File: src/rtl/cam_sccb_config_if.sv
// Bus bundle between the camera configuration sequencer and the top level:
// start/status handshake, registered-ROM table port and the SCCB lines.
interface cam_sccb_config_if #(
   parameter int TAW = 8
);
   logic           start;
   logic [TAW-1:0] rom_addr;
   logic [15:0]    rom_data;
   logic           sccb_scl;
   logic           sccb_sda_o;
   logic           sccb_sda_oe;
   logic           busy;
   logic           done;

   modport master (
      input  start, rom_data,
      output rom_addr, sccb_scl, sccb_sda_o, sccb_sda_oe, busy, done
   );

   modport slave (
      output start, rom_data,
      input  rom_addr, sccb_scl, sccb_sda_o, sccb_sda_oe, busy, done
   );
endinterface

File: src/rtl/cam_sccb_config.sv
// OV7670 configuration sequencer: walks a {reg, data} table and sends each
// entry as a 3-phase SCCB write; 16'hFFFF ends the table, 16'hFFF0 inserts a wait.
//
// state  | meaning
// IDLE   | lines released, waiting for start
// FETCH  | one cycle of registered-ROM latency
// DECODE | classify the table word (end / delay / write)
// START  | start condition, 4 quarters
// BITS   | 27 bit slots x 4 quarters, MSB first
// STOP   | stop condition, 4 quarters
// GAP    | 4 quarters of released bus between writes
// DELAY  | wait DELAY_CYCLES clocks with lines released
// NEXT   | advance the table address or finish at the entry limit
// FIN    | raise done, drop busy
module cam_sccb_config #(
   parameter int          CLK_DIV      = 63,
   parameter int          TAW          = 8,
   parameter int          MAX_ENTRIES  = 256,
   parameter int          DELAY_CYCLES = 250000,
   parameter logic [7:0]  DEV_ID       = 8'h42
) (
   input  logic                  clk,
   input  logic                  rst,
   cam_sccb_config_if.master     cfg
);
   localparam logic [3:0] S_IDLE   = 4'd0;
   localparam logic [3:0] S_FETCH  = 4'd1;
   localparam logic [3:0] S_DECODE = 4'd2;
   localparam logic [3:0] S_START  = 4'd3;
   localparam logic [3:0] S_BITS   = 4'd4;
   localparam logic [3:0] S_STOP   = 4'd5;
   localparam logic [3:0] S_GAP    = 4'd6;
   localparam logic [3:0] S_DELAY  = 4'd7;
   localparam logic [3:0] S_NEXT   = 4'd8;
   localparam logic [3:0] S_FIN    = 4'd9;

   localparam int QW = (CLK_DIV > 1) ? $clog2(CLK_DIV) : 1;
   localparam int DW = $clog2(DELAY_CYCLES + 1);

   logic [3:0]     r_state;
   logic [QW-1:0]  r_qcnt;
   logic [1:0]     r_q;
   logic [4:0]     r_bit;
   logic [26:0]    r_shift;
   logic [DW-1:0]  r_dcnt;
   logic [TAW-1:0] r_rom_addr;
   logic           r_scl;
   logic           r_sda;
   logic           r_oe;
   logic           r_busy;
   logic           r_done;

   logic           w_tick;
   logic           w_timed;
   logic           w_dc_slot;

   assign w_tick    = (r_qcnt == QW'(CLK_DIV - 1));
   assign w_timed   = (r_state == S_START) || (r_state == S_BITS) ||
                      (r_state == S_STOP)  || (r_state == S_GAP);
   // slots 9, 18 and 27 are the ACK/don't-care positions; bus is released there
   assign w_dc_slot = (r_bit == 5'd8) || (r_bit == 5'd17) || (r_bit == 5'd26);

   // quarter-period counter; held at zero outside the SCCB phases so START begins a fresh quarter
   always_ff @(posedge clk) begin
      if (!rst || !w_timed) begin
         r_qcnt <= '0;
      end else if (w_tick) begin
         r_qcnt <= '0;
      end else begin
         r_qcnt <= r_qcnt + QW'(1);
      end
   end

   // sequencer FSM; SCCB outputs are set at quarter boundaries for the quarter that follows
   always_ff @(posedge clk) begin
      if (!rst) begin
         r_state    <= S_IDLE;
         r_q        <= 2'd0;
         r_bit      <= 5'd0;
         r_shift    <= '0;
         r_dcnt     <= '0;
         r_rom_addr <= '0;
         r_scl      <= 1'b1;
         r_sda      <= 1'b1;
         r_oe       <= 1'b0;
         r_busy     <= 1'b0;
         r_done     <= 1'b0;
      end else begin
         case (r_state)
            S_IDLE: begin
               r_scl <= 1'b1;
               r_sda <= 1'b1;
               r_oe  <= 1'b0;
               if (cfg.start) begin
                  r_busy     <= 1'b1;
                  r_done     <= 1'b0;
                  r_rom_addr <= '0;
                  r_state    <= S_FETCH;
               end
            end
            S_FETCH: r_state <= S_DECODE;
            S_DECODE: begin
               if (cfg.rom_data == 16'hFFFF) begin
                  r_state <= S_FIN;
               end else if (cfg.rom_data == 16'hFFF0) begin
                  r_dcnt  <= DW'(DELAY_CYCLES - 1);
                  r_state <= S_DELAY;
               end else begin
                  r_shift <= {DEV_ID, 1'b1, cfg.rom_data[15:8], 1'b1, cfg.rom_data[7:0], 1'b1};
                  r_q     <= 2'd0;
                  r_bit   <= 5'd0;
                  r_scl   <= 1'b1;
                  r_sda   <= 1'b1;
                  r_oe    <= 1'b1;
                  r_state <= S_START;
               end
            end
            S_START: if (w_tick) begin
               r_q <= r_q + 2'd1;
               if (r_q == 2'd1) r_sda <= 1'b0;
               if (r_q == 2'd3) begin
                  r_scl   <= 1'b0;
                  r_state <= S_BITS;
               end
            end
            S_BITS: if (w_tick) begin
               r_q <= r_q + 2'd1;
               case (r_q)
                  2'd0: begin
                     if (w_dc_slot) begin
                        r_oe  <= 1'b0;
                        r_sda <= 1'b1;
                     end else begin
                        r_oe  <= 1'b1;
                        r_sda <= r_shift[26];
                     end
                     r_shift <= {r_shift[25:0], 1'b0};
                  end
                  2'd1: r_scl <= 1'b1;
                  2'd3: begin
                     r_scl <= 1'b0;
                     if (r_bit == 5'd26) r_state <= S_STOP;
                     else                r_bit   <= r_bit + 5'd1;
                  end
                  default: ;
               endcase
            end
            S_STOP: if (w_tick) begin
               r_q <= r_q + 2'd1;
               case (r_q)
                  2'd0: begin
                     r_oe  <= 1'b1;
                     r_sda <= 1'b0;
                  end
                  2'd1: r_scl <= 1'b1;
                  2'd2: r_sda <= 1'b1;
                  default: begin
                     r_oe    <= 1'b0;
                     r_state <= S_GAP;
                  end
               endcase
            end
            S_GAP: if (w_tick) begin
               r_q <= r_q + 2'd1;
               if (r_q == 2'd3) r_state <= S_NEXT;
            end
            S_DELAY: begin
               if (r_dcnt == '0) r_state <= S_NEXT;
               else              r_dcnt  <= r_dcnt - DW'(1);
            end
            S_NEXT: begin
               if (r_rom_addr == TAW'(MAX_ENTRIES - 1)) begin
                  r_state <= S_FIN;
               end else begin
                  r_rom_addr <= r_rom_addr + TAW'(1);
                  r_state    <= S_FETCH;
               end
            end
            S_FIN: begin
               r_busy  <= 1'b0;
               r_done  <= 1'b1;
               r_scl   <= 1'b1;
               r_sda   <= 1'b1;
               r_oe    <= 1'b0;
               r_state <= S_IDLE;
            end
            default: r_state <= S_IDLE;
         endcase
      end
   end

   assign cfg.rom_addr    = r_rom_addr;
   assign cfg.sccb_scl    = r_scl;
   assign cfg.sccb_sda_o  = r_sda;
   assign cfg.sccb_sda_oe = r_oe;
   assign cfg.busy        = r_busy;
   assign cfg.done        = r_done;
endmodule
File: src/flat_wrapper.sv
// flat-port wrapper written by rule: the top's interface ports become plain ports
module cam_sccb_config_flat 
#(
   parameter int          CLK_DIV      = 63,
   parameter int          TAW          = 8,
   parameter int          MAX_ENTRIES  = 256,
   parameter int          DELAY_CYCLES = 250000,
   parameter logic [7:0]  DEV_ID       = 8'h42
)
  (clk, rst, cfg_start, cfg_rom_data, cfg_rom_addr, cfg_sccb_scl, cfg_sccb_sda_o, cfg_sccb_sda_oe, cfg_busy, cfg_done);
  cam_sccb_config_if #(.TAW(TAW)) cfg_i ();
  input  logic clk;
  input  logic rst;
  input wire logic [$bits(cfg_i.start)-1:0] cfg_start;
  input wire logic [$bits(cfg_i.rom_data)-1:0] cfg_rom_data;
  output wire logic [$bits(cfg_i.rom_addr)-1:0] cfg_rom_addr;
  output wire logic [$bits(cfg_i.sccb_scl)-1:0] cfg_sccb_scl;
  output wire logic [$bits(cfg_i.sccb_sda_o)-1:0] cfg_sccb_sda_o;
  output wire logic [$bits(cfg_i.sccb_sda_oe)-1:0] cfg_sccb_sda_oe;
  output wire logic [$bits(cfg_i.busy)-1:0] cfg_busy;
  output wire logic [$bits(cfg_i.done)-1:0] cfg_done;
  assign cfg_i.start = cfg_start;
  assign cfg_i.rom_data = cfg_rom_data;
  assign cfg_rom_addr = cfg_i.rom_addr;
  assign cfg_sccb_scl = cfg_i.sccb_scl;
  assign cfg_sccb_sda_o = cfg_i.sccb_sda_o;
  assign cfg_sccb_sda_oe = cfg_i.sccb_sda_oe;
  assign cfg_busy = cfg_i.busy;
  assign cfg_done = cfg_i.done;
  cam_sccb_config #(.CLK_DIV(CLK_DIV), .TAW(TAW), .MAX_ENTRIES(MAX_ENTRIES), .DELAY_CYCLES(DELAY_CYCLES), .DEV_ID(DEV_ID)) u_core (.clk(clk), .rst(rst), .cfg(cfg_i));
endmodule
File: config.mk
export PLATFORM = sky130hd
export DESIGN_NAME = cam_sccb_config_flat
export DESIGN_NICKNAME = d
export VERILOG_FILES = /design/src/rtl/cam_sccb_config_if.sv /design/src/rtl/cam_sccb_config.sv /design/src/flat_wrapper.sv
export SDC_FILE = /design/constraint.sdc
export NUM_CORES = 1
export LEC_CHECK = 0
export ABC_AREA = 1
export CAP_MARGIN = 20
export CORE_ASPECT_RATIO = 0.75
export CORE_UTILIZATION = 40
export CTS_BUF_LIST = sky130_fd_sc_hd__clkbuf_2
export DETAILED_ROUTE_END_ITERATION = 6
export GPL_TIMING_DRIVEN = 0
export SYNTH_ARGS = -nofsm -noshare
export SYNTH_HDL_FRONTEND = slang
export SYNTH_SLANG_ARGS = --single-unit
File: constraint.sdc
create_clock -name clk -period 3.6 [get_ports clk]
set_input_delay 0.54 -clock clk [delete_from_list [all_inputs] [get_ports clk]]
set_output_delay 0.54 -clock clk [all_outputs]
set_load 0.005 [all_outputs]
-- Yosys cells after proc, flatten, opt, wreduce, memory -nomap -nowiden
Cells that the tools add are included.
- bits in registers: 75
- input bits: 19
- output and inout bits: 13
- logic and storage cells: 157
- add/sub/neg operators: 5
- eq/ne operators: 43
- muxes and demuxes: 64
- reduce and logical (&&, ||, !) cells: 33
- operators by type and width (cell ; count):
    $mux 27 ; 4
    $mux 18 ; 3
    $pmux 27 s2 ; 1
    $mux 4 ; 13
    $pmux 18 s2 ; 1
    $pmux 4 s9 ; 1
    $eq 16x16->1 const B ; 2
    $ne 2x2->1 const B ; 15
    $mux 5 ; 5
    $mux 1 ; 19
    $logic_not 18->1 ; 1
    $reduce_and 9->1 ; 2
    $sub 18x1->18 const B ; 1
    $eq 4x3->1 const B ; 4
    $mux 8 ; 2
    $pmux 8 s2 ; 1
    $ne 2x1->1 const B ; 7
    $reduce_and 11->1 ; 1
    $eq 5x5->1 const B ; 2
    $pmux 1 s2 ; 5
    $pmux 1 s5 ; 2
    $pmux 5 s2 ; 1
    $reduce_bool 2->1 ; 5
    $add 8x1->8 const B ; 1
    other kinds (31) ; 46

-- Logic depth before layout (Yosys ltp)
Gate-level depths: netlist of the first run.
- depth after elaboration: 7
- mapped depth: 12
- depth with buffers taken out: 12

-- Worst setup path before layout of the first run
OpenSTA, ideal clock, no wires.
- path kind: reg2reg
- start: register u_core.r_dcnt[0]
- end: register u_core.r_dcnt[13]
- setup time: 0.071 ns
- data arrival time: 1.533 ns
- data required time: 3.529 ns
- slack: 1.996 ns
- cell stages (with the launch flop): 12
- path buffers: 1
- period minus slack after synthesis: 1.604 ns
- path through: dfxtp_1 -> inv_1 -> ha_1 -> nand2_2 -> nor2_4 -> nand3_1 -> nand2_2 -> nand2_4 -> inv_4 -> buf_6 -> nand2_1 -> a21oi_1
- longest elaborated chain between the ends: 3
- elaborated cells between the ends (all ways): 6
- classes of those cells: add/sub: 1; eq/ne: 1; mux: 2; reduce/logical: 2
- RTL lines (what ; line ; source):
    start, declared ; cam_sccb_config.sv:45 ; logic [DW-1:0] r_dcnt;
    start signal, assigned ; cam_sccb_config.sv:106 ; r_dcnt <= DW'(DELAY_CYCLES - 1);
    start signal, assigned ; cam_sccb_config.sv:169 ; else r_dcnt <= r_dcnt - DW'(1);
    $sub 18x1->18 / $logic_not 18->1 (equally long branches) ; cam_sccb_config.sv:169, cam_sccb_config.sv:168 ;
    $mux 18 / $ne 2x2->1 (equally long branches) ; -- ;
    $pmux 18 s2 / $reduce_and 4->1 (equally long branches) ; -- ;
Several ways; a longest one is shown, not always the timed one. The select of a mux whose other input is x is not followed.
A chain may end at the register's enable or synchronous reset.

-- Worst setup path after layout of the first run
- start: register u_core.r_rom_addr[5], in the netlist u_core.cfg.rom_addr[5]
- end: output cfg_rom_addr[5]
- RTL lines (what ; line ; source):
    start, declared ; cam_sccb_config.sv:46 ; logic [TAW-1:0] r_rom_addr;
    start signal, assigned ; cam_sccb_config.sv:175 ; r_rom_addr <= r_rom_addr + TAW'(1);
    end, declared ; flat_wrapper.sv:16 ; output wire logic [$bits(cfg_i.rom_addr)-1:0] cfg_rom_addr;
No word-level cell between the ends.

==> impl_metrics.env, run 1 <==
export IMPL_setup_violations=0
export IMPL_grt_pass1_vias=3916
export IMPL_synthMuxAreaShare_pct=0
export IMPL_cts_buffers=9
export IMPL_yosysUniqueCellTypes=32
export IMPL_synth_top_area_cell="dfxtp_1"
export IMPL_synth_cell_area_um2=4410
export IMPL_async_flop_share_pct=0
export IMPL_hold_path_class="register to register"
export IMPL_skew_ns=0.0241
export IMPL_worstMarginPinSlew_ns=0.555
export IMPL_yosys_area_share_simple_pct=42.5
export IMPL_place_hpwl_um=7800
export IMPL_fillers=1105
export IMPL_min_period_ns=2.08
export IMPL_path_max_fanout=6
export IMPL_crit_slowest_cell="clkdlybuf4s50_1"
export IMPL_cts_tree="yes"
export IMPL_drc=0
export IMPL_critPathKind="register to output pin"
export IMPL_grt_first_pass_wirelength_um=18100
export IMPL_slew_headroom_pct=63.0
export IMPL_wl_per_cell_um=11.9
export IMPL_design_core_area_um2=10500
export IMPL_startpoint="u_core.cfg.rom_addr[5]$_SDFFE_PN0P_"
export IMPL_die_x_um=123
export IMPL_grt_usage_pct=20.1
export IMPL_io_pins=32
export IMPL_rr_startpoint="u_core.r_dcnt[0]$_SDFFE_PN0P_"
export IMPL_worst_ep_required_time_ns=3.06
export IMPL_clock_latency_ns=0.53
export IMPL_syn_inst=705
export IMPL_ys_top_cells_by_count="nand2_1 (204), nor2_1 (138), dfxtp_1 (75), inv_1 (69), nand3_1 (54)"
export IMPL_syn_nets=736
export IMPL_power_density_nw_per_um2=515
export IMPL_nets=778
export IMPL_setup_tns_final_ns=0
export IMPL_clkTransAtPathRegs_ns=0.21
export IMPL_post_cts_resize_count=0
export IMPL_finalHoldViolations=0
export IMPL_ir_drop_mv=0.250
export IMPL_area_delta_synth_final_pct=12.8
export IMPL_pwr_share_clk_pct=15.0
export IMPL_n_antenna_cell=0
export IMPL_finalMaxSlewViolations=0
export IMPL_multi_input_area_um2=2510
export IMPL_synthTopCellsByArea="dfxtp_1 (34%), nand2_1 (17%), nor2_1 (12%), nand3_1 (6.1%), inv_1 (5.9%)"
export IMPL_crit_family="buffers and inverters"
export IMPL_p_leak_uw=0.00230
export IMPL_start_kind="register"
export IMPL_antenna_found_initial=0
export IMPL_yosysMostFrequentCell="nand2_1"
export IMPL_syn_avg_cell_area_um2=6.26
export IMPL_die_area_um2=11500
export IMPL_path_buf_inv=1
export IMPL_status="finished clean"
export IMPL_stdcell_count=888
export IMPL_place_congestion=0.875
export IMPL_initial_core_util_pct=42.0
export IMPL_numPortBuffers=31
export IMPL_ys_warnings_count=0
export IMPL_drtIter0Drc=281
export IMPL_grt_overflow=0
export IMPL_totalWireLength_um=10600
export IMPL_clock_root_buffer="clkbuf_2"
export IMPL_power_internal_uw=1480
export IMPL_cp_end_kind="output pin"
export IMPL_synth_edf_count=0
export IMPL_total_power_uw=2560
export IMPL_seq_area_um2=1500
export IMPL_fmax_mhz=482
export IMPL_synth_top_family_by_area="simple AND/OR/NAND/NOR gates"
export IMPL_cpPeakStageDelay_ns=0.53
export IMPL_drive_gt1_share_pct=7.18
export IMPL_cts_hold_buf=0
export IMPL_htree_levels=3
export IMPL_seqPwrFrac_pct=42.2
export IMPL_synth_ff_latch_count=75
export IMPL_combPwrFrac_pct=42.9
export IMPL_path_cells="clkdlybuf4s50_1"
export IMPL_antenna_left=0
export IMPL_via_count=4393
export IMPL_cts_path_max_buffers=2
export IMPL_synth_adder_area_share_pct=3.40
export IMPL_drt_pass1_iter_count=5
export IMPL_power_switching_uw=1080
export IMPL_num_rows=32
export IMPL_ys_seq_area_share_pct=34.0
export IMPL_clock_sinks=75
export IMPL_synth_ff_type="dfxtp_1"
export IMPL_finalCritPeriodShare_pct=57.7
export IMPL_cp_arrival_ns=1.54
export IMPL_synth_xor_area_share_pct=2.38
export IMPL_cts_setup_buffers=0
export IMPL_switching_share_pct=42.2
export IMPL_synthDominantCellAreaShare_pct=34.0
export IMPL_via_per_inst=4.95
export IMPL_die_height_um=92.9
export IMPL_rsz0062_at_grt="no"
export IMPL_synth_compound_area_share_pct=8.68
export IMPL_hp_start="u_core.cfg.done$_SDFFE_PN0P_"
export IMPL_grt_max_degree=13
export IMPL_dp_cells=872
export IMPL_cap_violations=0
-- registers in the layout, indices dropped and copies added (netlist names), 2 cells and up --
name and flops:
u_core.r_state 4, u_core.cfg.rom_addr 8, u_core.r_shift 27, u_core.r_q 2, u_core.r_qcnt 6, u_core.r_bit 5, u_core.r_dcnt 18
-- cell families (layout without fill, tap and decap cells) --
logic type      Yosys count  count (layout)
simple gates            437             437
buf+inv                  95             142
flops                    75              75
compound gates           74              74
fa+ha+maj                12              12
xor+xnor                 12              12
-- metal layers --
| layer | vias to the layer above | GRT usage [%] | wire length, um |
|---|---|---|---|
| li1 | 2298 | - | - |
| met1 | 1986 | 25.9 | 5190 |
| met2 | 92 | 32.6 | 4700 |
| met3 | 17 | 4.62 | 494 |
| met4 | 0 | 6.63 | 172 |
| met5 | - | 0 | 0 |
-- placed cells by master (no fill, tap or decap) --
cell / synthesis / routed
a21oi_1: 39 / 39
a31o_2: 1 / 1
and3_1: 1 / 1
buf_2: 4 / 4
buf_4: 2 / 2
buf_6: 3 / 3
clkbuf_1: 11 / 11
clkbuf_2: 0 / 10
clkdlybuf4s50_1: 0 / 31
clkinv_1: 0 / 1
clkinv_2: 0 / 4
clkinv_4: 0 / 1
dfxtp_1: 75 / 75
ha_1: 12 / 12
inv_1: 69 / 69
inv_2: 4 / 4
inv_4: 2 / 2
nand2_1: 204 / 204
nand2_2: 7 / 7
nand2_4: 2 / 2
nand3_1: 54 / 54
nand3_2: 1 / 1
nand3_4: 1 / 1
nand3b_1: 1 / 1
nand4_1: 10 / 10
nand4_4: 1 / 1
nor2_1: 138 / 138
nor2_2: 1 / 1
nor2_4: 6 / 6
nor3_1: 6 / 6
o211ai_1: 1 / 1
o21ai_0: 30 / 30
o21bai_1: 2 / 2
o22ai_1: 1 / 1
or2_2: 4 / 4
xnor2_1: 4 / 4
xor2_1: 8 / 8
-- final cells by class --
class / count / area share, %
inverters: 75 / 5.76
multi-input cells: 535 / 50.5
plain buffers: 20 / 2.21
clock buffers: 10 / 1.01
clock inverters: 6 / 0.654
flip-flops and latches: 75 / 30.2
repair buffers: 31 / 6.24
well taps: 136 / 3.42
-- metrics by stage --
step	instance area [um^2]	util, %	hold slack (ns)	setup slack [ns]
floorplan	4410	-	0.439	2.00
global placement	4890	46.6	0.452	1.19
detailed placement	4890	46.6	0.455	1.16
CTS	4970	47.4	0.484	1.46
global route	4970	47.4	0.519	1.39
finish	4970	47.4	0.486	1.52
-- final timing paths --
check / slack, ns / cells after the start / end
max: 1.52 / 1 / cfg_rom_addr[5]
min: 0.49 / 2 / u_core.cfg.done$_SDFFE_PN0P_
max reg2reg: 1.59 / 11 / u_core.r_dcnt[7]$_SDFFE_PN0P_
min reg2reg: 0.49 / 2 / u_core.cfg.done$_SDFFE_PN0P_
-- power groups by stage --
stage / clock network [uW] / registers (uW) / logic, uW
floorplan: 0 / 1080 / 837
global placement: 0 / 1090 / 1070
detailed placement: 0 / 1100 / 1090
CTS: 413 / 1080 / 1100
global route: 449 / 1100 / 1270
finish: 383 / 1080 / 1100
No activity file was read; power rests on OpenSTA's default activity.
==> run 2: changes to the inputs <==
==> constraint.sdc (replaced) <==
create_clock -name clk -period 1.9 [get_ports clk]
set_input_delay 0.285 -clock clk [delete_from_list [all_inputs] [get_ports clk]]
set_output_delay 0.285 -clock clk [all_outputs]
set_load 0.005 [all_outputs]
==> impl_metrics.env, run 2 (same netlist as run 1, synthesis figures left out) <==
export IMPL_crit_slowest_cell="clkdlybuf4s50_1"
export IMPL_min_period_ns=1.79
export IMPL_ir_drop_mv=0.471
export IMPL_cp_end_kind="output pin"
export IMPL_power_density_nw_per_um2=972
export IMPL_postLayoutCoreUtil_pct=47.9
export IMPL_io_pins=32
export IMPL_crit_family="buffers and inverters"
export IMPL_clkTransAtPathRegs_ns=0.22
export IMPL_worstMarginPinSlew_ns=0.554
export IMPL_wl_per_cell_um=11.9
export IMPL_place_ws_ns=-0.289
export IMPL_clock_root_buffer="clkbuf_2"
export IMPL_grtUsageMet3_pct=4.62
export IMPL_clock_sinks=75
export IMPL_design_core_area_um2=10500
export IMPL_worst_slack_ns=0.109
export IMPL_worst_ep_required_time_ns=1.62
export IMPL_antenna_found_initial=0
export IMPL_finalCritPeriodShare_pct=94.3
export IMPL_drive_gt1_share_pct=9.95
export IMPL_path_max_fanout=2
export IMPL_path_buf_inv=1
export IMPL_area_delta_synth_final_pct=13.9
export IMPL_numPortBuffers=31
export IMPL_cts_path_max_buffers=2
export IMPL_p_leak_uw=0.00232
export IMPL_grt_max_degree=13
export IMPL_total_power_uw=4880
export IMPL_slew_headroom_pct=63.1
export IMPL_finalMaxSlewViolations=0
export IMPL_place_congestion=0.875
export IMPL_drc=0
export IMPL_fillers=1104
export IMPL_nets=780
export IMPL_cts_hold_buf=0
export IMPL_cp_arrival_ns=1.51
export IMPL_num_rows=32
export IMPL_start_kind="register"
export IMPL_layout_commonest_cell="nand2_1"
export IMPL_cts_tree="yes"
export IMPL_fmax_mhz=558
export IMPL_cts_buffers=9
export IMPL_die_height_um=92.9
export IMPL_totalWireLength_um=10600
export IMPL_drt_pass1_iter_count=5
export IMPL_grt_overflow=0
export IMPL_cpPeakStageDelay_ns=0.53
export IMPL_die_area_um2=11500
export IMPL_grt_util_met1_pct=26.1
export IMPL_setup_violations=0
export IMPL_grt_util_met2_pct=32.7
export IMPL_initial_core_util_pct=42.0
export IMPL_via_per_inst=4.91
export IMPL_drtIter0Drc=259
export IMPL_hold_path_class="primary input to register"
export IMPL_die_x_um=123
export IMPL_finalHoldViolations=0
export IMPL_clock_latency_ns=0.54
export IMPL_grt_first_pass_wirelength_um=18200
export IMPL_n_antenna_cell=0
export IMPL_grt_usage_pct=20.1
export IMPL_antenna_left=0
export IMPL_rsz0062_at_grt="no"
export IMPL_grt_pass1_vias=3924
export IMPL_critPathKind="register to output pin"
export IMPL_path_cells="clkdlybuf4s50_1"
export IMPL_skew_ns=0.0328
export IMPL_max_flop_register="u_core.r_shift"
export IMPL_via_count=4372
export IMPL_cap_violations=0
export IMPL_status="finished clean"
export IMPL_place_hpwl_um=7800
export IMPL_final_cell_mix="nand2_1 (203), nor2_1 (136), dfxtp_1 (67)"
export IMPL_top_usage_layer="met2"
export IMPL_largest_reg_flops=27
export IMPL_reg2reg_slack_ns=0.15
export IMPL_htree_levels=3
run 2: cell count changes in the layout (fill, tap and decap cells not counted), moves of 2 or more:
cell      before  now
inv_1         69   66
clkbuf_2      10   12
nor2_1       138  136
clkbuf_1      11    9
dfxtp_1       75   67
inv_2          4    7
buf_4          2    4
dfxtp_2        0    8
nor2_2         1    3
run 2: area by class of cell:
type	count	area, um^2	share of cell area, %
inverter	75	287	5.70
clock buffer	10	50.0	0.996
multi-input combinational	535	2540	50.5
buffer	20	113	2.24
sequential	75	1510	30.1
timing repair buffer	33	325	6.47
tap	136	170	3.39
clock inverter	6	32.5	0.647
run 2: worst paths after layout:
path,startpoint,endpoint,depth (start not counted)
setup / recovery,u_core.cfg.sccb_scl$_SDFFE_PN1P_,cfg_sccb_scl,1
hold reg to reg,u_core.r_shift[0]$_SDFFE_PN0P_,u_core.r_shift[0]$_SDFFE_PN0P_,2
hold / removal,cfg_rom_data[4],u_core.r_shift[5]$_SDFFE_PN0P_,5
setup reg to reg,u_core.r_dcnt[0]$_SDFFE_PN0P_,u_core.r_dcnt[7]$_SDFFE_PN0P_,11
run 2: power breakdown:
group	leakage, uW	internal, uW	switching [uW]
Combinational	0.00164	783	1310
Sequential	0.000614	1870	182
Clock	0.0000629	167	572
run 2: routing by layer:
layer	wire length, um	vias up
li1	-	2307
met3	422	16
met1	5240	1973
met5	0	-
met4	168	0
met2	4760	76
run 2: timing repair:
| action | CTS | global route |
|---|---|---|
| setup buffers | 2 | 0 |
| endpoints found under the hold margin | 0 | 0 |
| resized for setup | 2 | 20 |
| endpoints found under the setup margin | 14 | 61 |
| pin swaps | 2 | 0 |
| cloned | 0 | 0 |
run 2: through the flow:
stage	std cells	hold slack [ns]	setup TNS, ns	instance area [um^2]
global route	890	0.438	0	5020
finish	890	0.468	0	5020
floorplan	705	0.439	0	4410
global placement	872	0.452	-8.63	4890
CTS	890	0.414	0	5000
detailed placement	872	0.455	-9.02	4890
